[src/rtl/uart_rx.sv]
// UART receiver: 8 data bits, LSB first, no parity, one stop bit.
// Mid-bit sampling from a falling start edge, one-deep holding register
// with ready/valid hand-off, and single-cycle frame/overrun error pulses.
module uart_rx #(
  parameter int unsigned CLKS_PER_BIT = 16
) (
  input  logic       clk,
  input  logic       reset_n,
  input  logic       rx,
  output logic [7:0] data,
  output logic       valid,
  input  logic       ready,
  output logic       frame_err,
  output logic       overrun,
  output logic       busy
);

  localparam int unsigned CNT_W = $clog2(CLKS_PER_BIT);
  localparam logic [CNT_W-1:0] HALF_LAST = CNT_W'(CLKS_PER_BIT / 2 - 1);
  localparam logic [CNT_W-1:0] FULL_LAST = CNT_W'(CLKS_PER_BIT - 1);

  typedef enum logic [1:0] {
    IDLE,
    START,
    DATA,
    STOP
  } state_t;

  state_t           state;
  state_t           state_next;
  logic             rx_meta;
  logic             rx_s;
  logic             rx_s_d;
  logic [CNT_W-1:0] cnt;
  logic [2:0]       bit_cnt;
  logic [7:0]       shift;
  logic             fall;
  logic             sample;
  logic             stop_good;
  logic             stop_bad;

  // Two-flop synchronizer plus one-cycle delayed copy for edge detection
  always_ff @(posedge clk or negedge reset_n) begin
    if (!reset_n) begin
      rx_meta <= 1'b1;
      rx_s    <= 1'b1;
      rx_s_d  <= 1'b1;
    end else begin
      rx_meta <= rx;
      rx_s    <= rx_meta;
      rx_s_d  <= rx_s;
    end
  end

  // State register
  always_ff @(posedge clk or negedge reset_n) begin
    if (!reset_n) begin
      state <= IDLE;
    end else begin
      state <= state_next;
    end
  end

  // Next-state, sample strobe and stop-bit decode
  always_comb begin
    state_next = state;
    sample     = 1'b0;
    fall       = rx_s_d & ~rx_s;
    case (state)
      IDLE: begin
        if (fall) state_next = START;
      end
      START: begin
        if (cnt == HALF_LAST) begin
          sample     = 1'b1;
          state_next = rx_s ? IDLE : DATA;
        end
      end
      DATA: begin
        if (cnt == FULL_LAST) begin
          sample = 1'b1;
          if (bit_cnt == 3'd7) state_next = STOP;
        end
      end
      STOP: begin
        if (cnt == FULL_LAST) begin
          sample     = 1'b1;
          state_next = IDLE;
        end
      end
      default: state_next = IDLE;
    endcase
    stop_good = (state == STOP) && sample && rx_s;
    stop_bad  = (state == STOP) && sample && !rx_s;
    busy      = (state != IDLE);
  end

  // Bit-period counter: restarts on every sample and every state change
  always_ff @(posedge clk or negedge reset_n) begin
    if (!reset_n) begin
      cnt <= '0;
    end else if (state == IDLE || sample || state_next != state) begin
      cnt <= '0;
    end else begin
      cnt <= cnt + CNT_W'(1);
    end
  end

  // Data shift register and bit index, LSB arrives first
  always_ff @(posedge clk or negedge reset_n) begin
    if (!reset_n) begin
      shift   <= '0;
      bit_cnt <= '0;
    end else if (state == START && sample) begin
      bit_cnt <= '0;
    end else if (state == DATA && sample) begin
      shift   <= {rx_s, shift[7:1]};
      bit_cnt <= bit_cnt + 3'd1;
    end
  end

  // Holding register hand-off and error pulses
  always_ff @(posedge clk or negedge reset_n) begin
    if (!reset_n) begin
      data      <= '0;
      valid     <= 1'b0;
      frame_err <= 1'b0;
      overrun   <= 1'b0;
    end else begin
      frame_err <= stop_bad;
      overrun   <= stop_good && valid && !ready;
      if (stop_good && (!valid || ready)) begin
        data  <= shift;
        valid <= 1'b1;
      end else if (valid && ready) begin
        valid <= 1'b0;
      end
    end
  end

endmodule
[config.mk]
export PLATFORM = sky130hd
export DESIGN_NAME = uart_rx
export DESIGN_NICKNAME = d
export VERILOG_FILES = /design/src/rtl/uart_rx.sv
export SDC_FILE = /design/constraint.sdc
export NUM_CORES = 1
export LEC_CHECK = 0
export CAP_MARGIN = 25
export CORE_MARGIN = 10
export CORE_UTILIZATION = 55
export CTS_CLUSTER_DIAMETER = 30
export DETAILED_ROUTE_END_ITERATION = 10
export PLACE_DENSITY = 0.79
export SYNTH_ARGS = -nofsm -noshare
export SYNTH_HDL_FRONTEND = slang
export SYNTH_SLANG_ARGS = --single-unit
[constraint.sdc]
create_clock -name clk -period 4.7 [get_ports clk]
set_input_delay 0.94 -clock clk [delete_from_list [all_inputs] [get_ports clk]]
set_output_delay 0.94 -clock clk [all_outputs]
set_load 0.01 [all_outputs]
==> reports/qor.csv <==
metric,value,unit
Die Y,68.9,um
drt drc,0,
GRT Total Usage,0.108,
mean post-synth cell area,13.8,um2
Ports,16,
worst slew pin tran,0.441,ns
remaining global-route overflow,0,
period utilization,0.562,
CP max FO,13,
post-synthesis sequential area ratio,0.593,
clk buf depth,2,
H-tree depth,2,
Post-DRT Antenna Nets,0,
NetSw,0.000178,W
Syn-to-layout area delta,16.5,%
final hold vios,0,
crit path kind,register to output pin,
Ys Warns,0,
Filler cells,164,
"Cell Area, Synth",1310,um2
cells after synthesis,95,
R2R cell count,4,
Nets,121,
largest net degree at the start of global routing,32,
LEAKAGE,0.732,nW
WL final,2.15,mm
worst r2r dst,data[7]$_DFFE_PN0P_,
clk_lat worst skew,0.33,ns
post-DP HPWL,1.56,mm
TritonCTS clock tree,done,
Root Driver,clkbuf_4,
hold path depth,0,
Antenna Cells,0,
Clock Sinks,31,
initial antenna violation count,0,
Setup Buffers After CTS,0,
number of enable flip-flop cells after synthesis,0,
Port Buffers,15,
Rows,17,
Sw Share,0.306,
post-layout util,0.685,
overall die area,4740,um2
outcome,"complete, no violations",
internal power,0.000404,W
Cell variety after synth,35,
Seq cells post-synth,31,
WP data required,3.76,ns
Hold WC Path Type,register to register,
Inserted Clock Buffers,5,
hold slack final,0.360,ns
first-pass GRT wire length,3.82,mm
post-cts sizing count,0,
Clock Skew,0.0126,ns
initial drt markers,62,
final setup fails,0,
Peak VDD IR,0.000271,V
# hold bufs at CTS,0,
Die X,68.9,um
RSZ-0062 raised after global routing,no,
slew margin rel.,0.705,
Clk pwr share,0.245,
crit path DAT,1.70,ns
Worst Setup Start Kind,register,
logic gate share of total power,0.183,
share of layout cells above drive strength 1,0.296,
PwrDens,381,nW/um2
hold_sp,rx_meta$_DFF_PN1_,
setup total negative slack,0,ns
Final Max Slew Viols,0,
GPL Wtd Cong,0.680,
CORE AREA,2230,um2
Post-Syn Nets,102,
main flop type after synthesis,dfrtp_1,
vias in the first global route,818,
hold path endpoint,rx_s$_DFF_PN1_,
RR Startpoint,cnt[0]$_DFF_PN0_,
clock-pin slew of the registers on the worst-case setup and hold paths,0.09,ns
Tmin final,2.64,ns
routed length per placed instance,15.0,um
vias per cell,5.46,
max cap viols,0,
R2R setup slack,2.91,ns
Reg power frac,0.572,
Async SR Flop Fraction,1.00,
Starting Density,0.588,
fmax,378,MHz
drt pass-1 iters,4,
Via Count,781,
Worst setup EP type,output pin,
## worst max-delay path, cell delays in order, from the launching register on
cell	delay (ns)
dfrtp_1	0.54
or2_2	0.36
clkdlybuf4s50_1	0.48
## how the worst max path moves through the flow
stage                           to  slack, ns                from  depth (start not counted)
2_1_floorplan  data[0]$_DFFE_PN0P_       2.83               ready                          3
3_3_place_gp   data[7]$_DFFE_PN0P_       2.27               ready                          4
3_5_place_dp   data[6]$_DFFE_PN0P_       2.25               ready                          4
4_1_cts                       busy       2.04  state[1]$_DFF_PN0_                          2
5_1_grt                       busy       1.98  state[1]$_DFF_PN0_                          2
6_report                      busy       2.06  state[1]$_DFF_PN0_                          2
## cell families (layout without fill, tap and decap cells)
kind of cell             after synthesis  in the layout  synth area share
buffers and inverters                  6             26            0.0248
flip-flops                            31             31             0.593
AND/OR/NAND/NOR                       26             26             0.137
XOR/XNOR                               2              2            0.0133
multiplexers                          16             16             0.137
AO/OA/AOI/OAI                         11             11            0.0657
adder cells (fa/ha/maj)                3              3            0.0286
## synthesized netlist by cell type, types with 2 or more instances
master	count	area [um2]
a21o_1	2	15.0
a21oi_1	2	10.0
dfrtp_1	28	701
dfstp_2	3	78.8
ha_1	3	37.5
inv_1	2	7.51
mux2_2	16	180
nand2_1	3	11.3
nand3_1	2	10.0
nor2_1	5	18.8
nor2b_1	2	12.5
nor3_1	2	10.0
o221a_2	2	22.5
or2_2	2	12.5
## through the flow
stage / cells / total power (W) / instance area [um2] / setup WS [ns]
6_report: 143 / 0.000583 / 1530 / 2.06
3_3_place_gp: 135 / 0.000437 / 1480 / 2.27
2_1_floorplan: 95 / 0.000422 / 1310 / 2.83
4_1_cts: 143 / 0.000590 / 1530 / 2.04
5_1_grt: 143 / 0.000623 / 1530 / 1.98
3_5_place_dp: 135 / 0.000447 / 1480 / 2.25
## power groups by stage
stage / sequential, W / combinational [W] / clock, W
final: 0.000333 / 0.000107 / 0.000143
after global routing: 0.000339 / 0.000125 / 0.000159
after CTS: 0.000333 / 0.000109 / 0.000148
after detailed placement: 0.000339 / 0.000108 / 0
after global placement: 0.000335 / 0.000102 / 0
after floorplan: 0.000308 / 0.000114 / 0
## final cells by class
cell class              instances  area (um2)  share of cell area
repair buffers                 16         158               0.103
clock buffers                   8        48.8              0.0319
well taps                      28        35.0              0.0229
flip-flops and latches         31         779               0.509
inverters                       2        7.51             0.00491
multi-input cells              58         502               0.328
## per-layer routing
layer | up-vias | track usage | share of wire
met5 | - | 0 | 0
li1 | 376 | - | -
met3 | 3 | 0.0628 | 0.082
met4 | 0 | 0.0369 | 0.011
met2 | 16 | 0.164 | 0.49
met1 | 386 | 0.124 | 0.42
## flip-flops by register name, summed over array words and instances (netlist names)
| register | count |
|---|---|
| rx_s | 1 |
| rx_meta | 1 |
| shift | 8 |
| data | 8 |
| valid | 1 |
| bit_cnt | 3 |
| overrun | 1 |
| cnt | 4 |
| rx_s_d | 1 |
| frame_err | 1 |
| state | 2 |
## cells in the final DEF, fill, tap and decap left out, drive strengths merged, types with 2 or more instances in the layout
master,count
nand3,3
nor2b,2
o221a,2
mux2,16
nor2,5
ha,3
a21o,2
dfstp,3
nor3,2
clkdlybuf4s50,15
dfrtp,28
or2,2
a21oi,2
clkbuf,8
nand2,4
inv,2
Note: power is estimated with default switching activity, not from simulation.
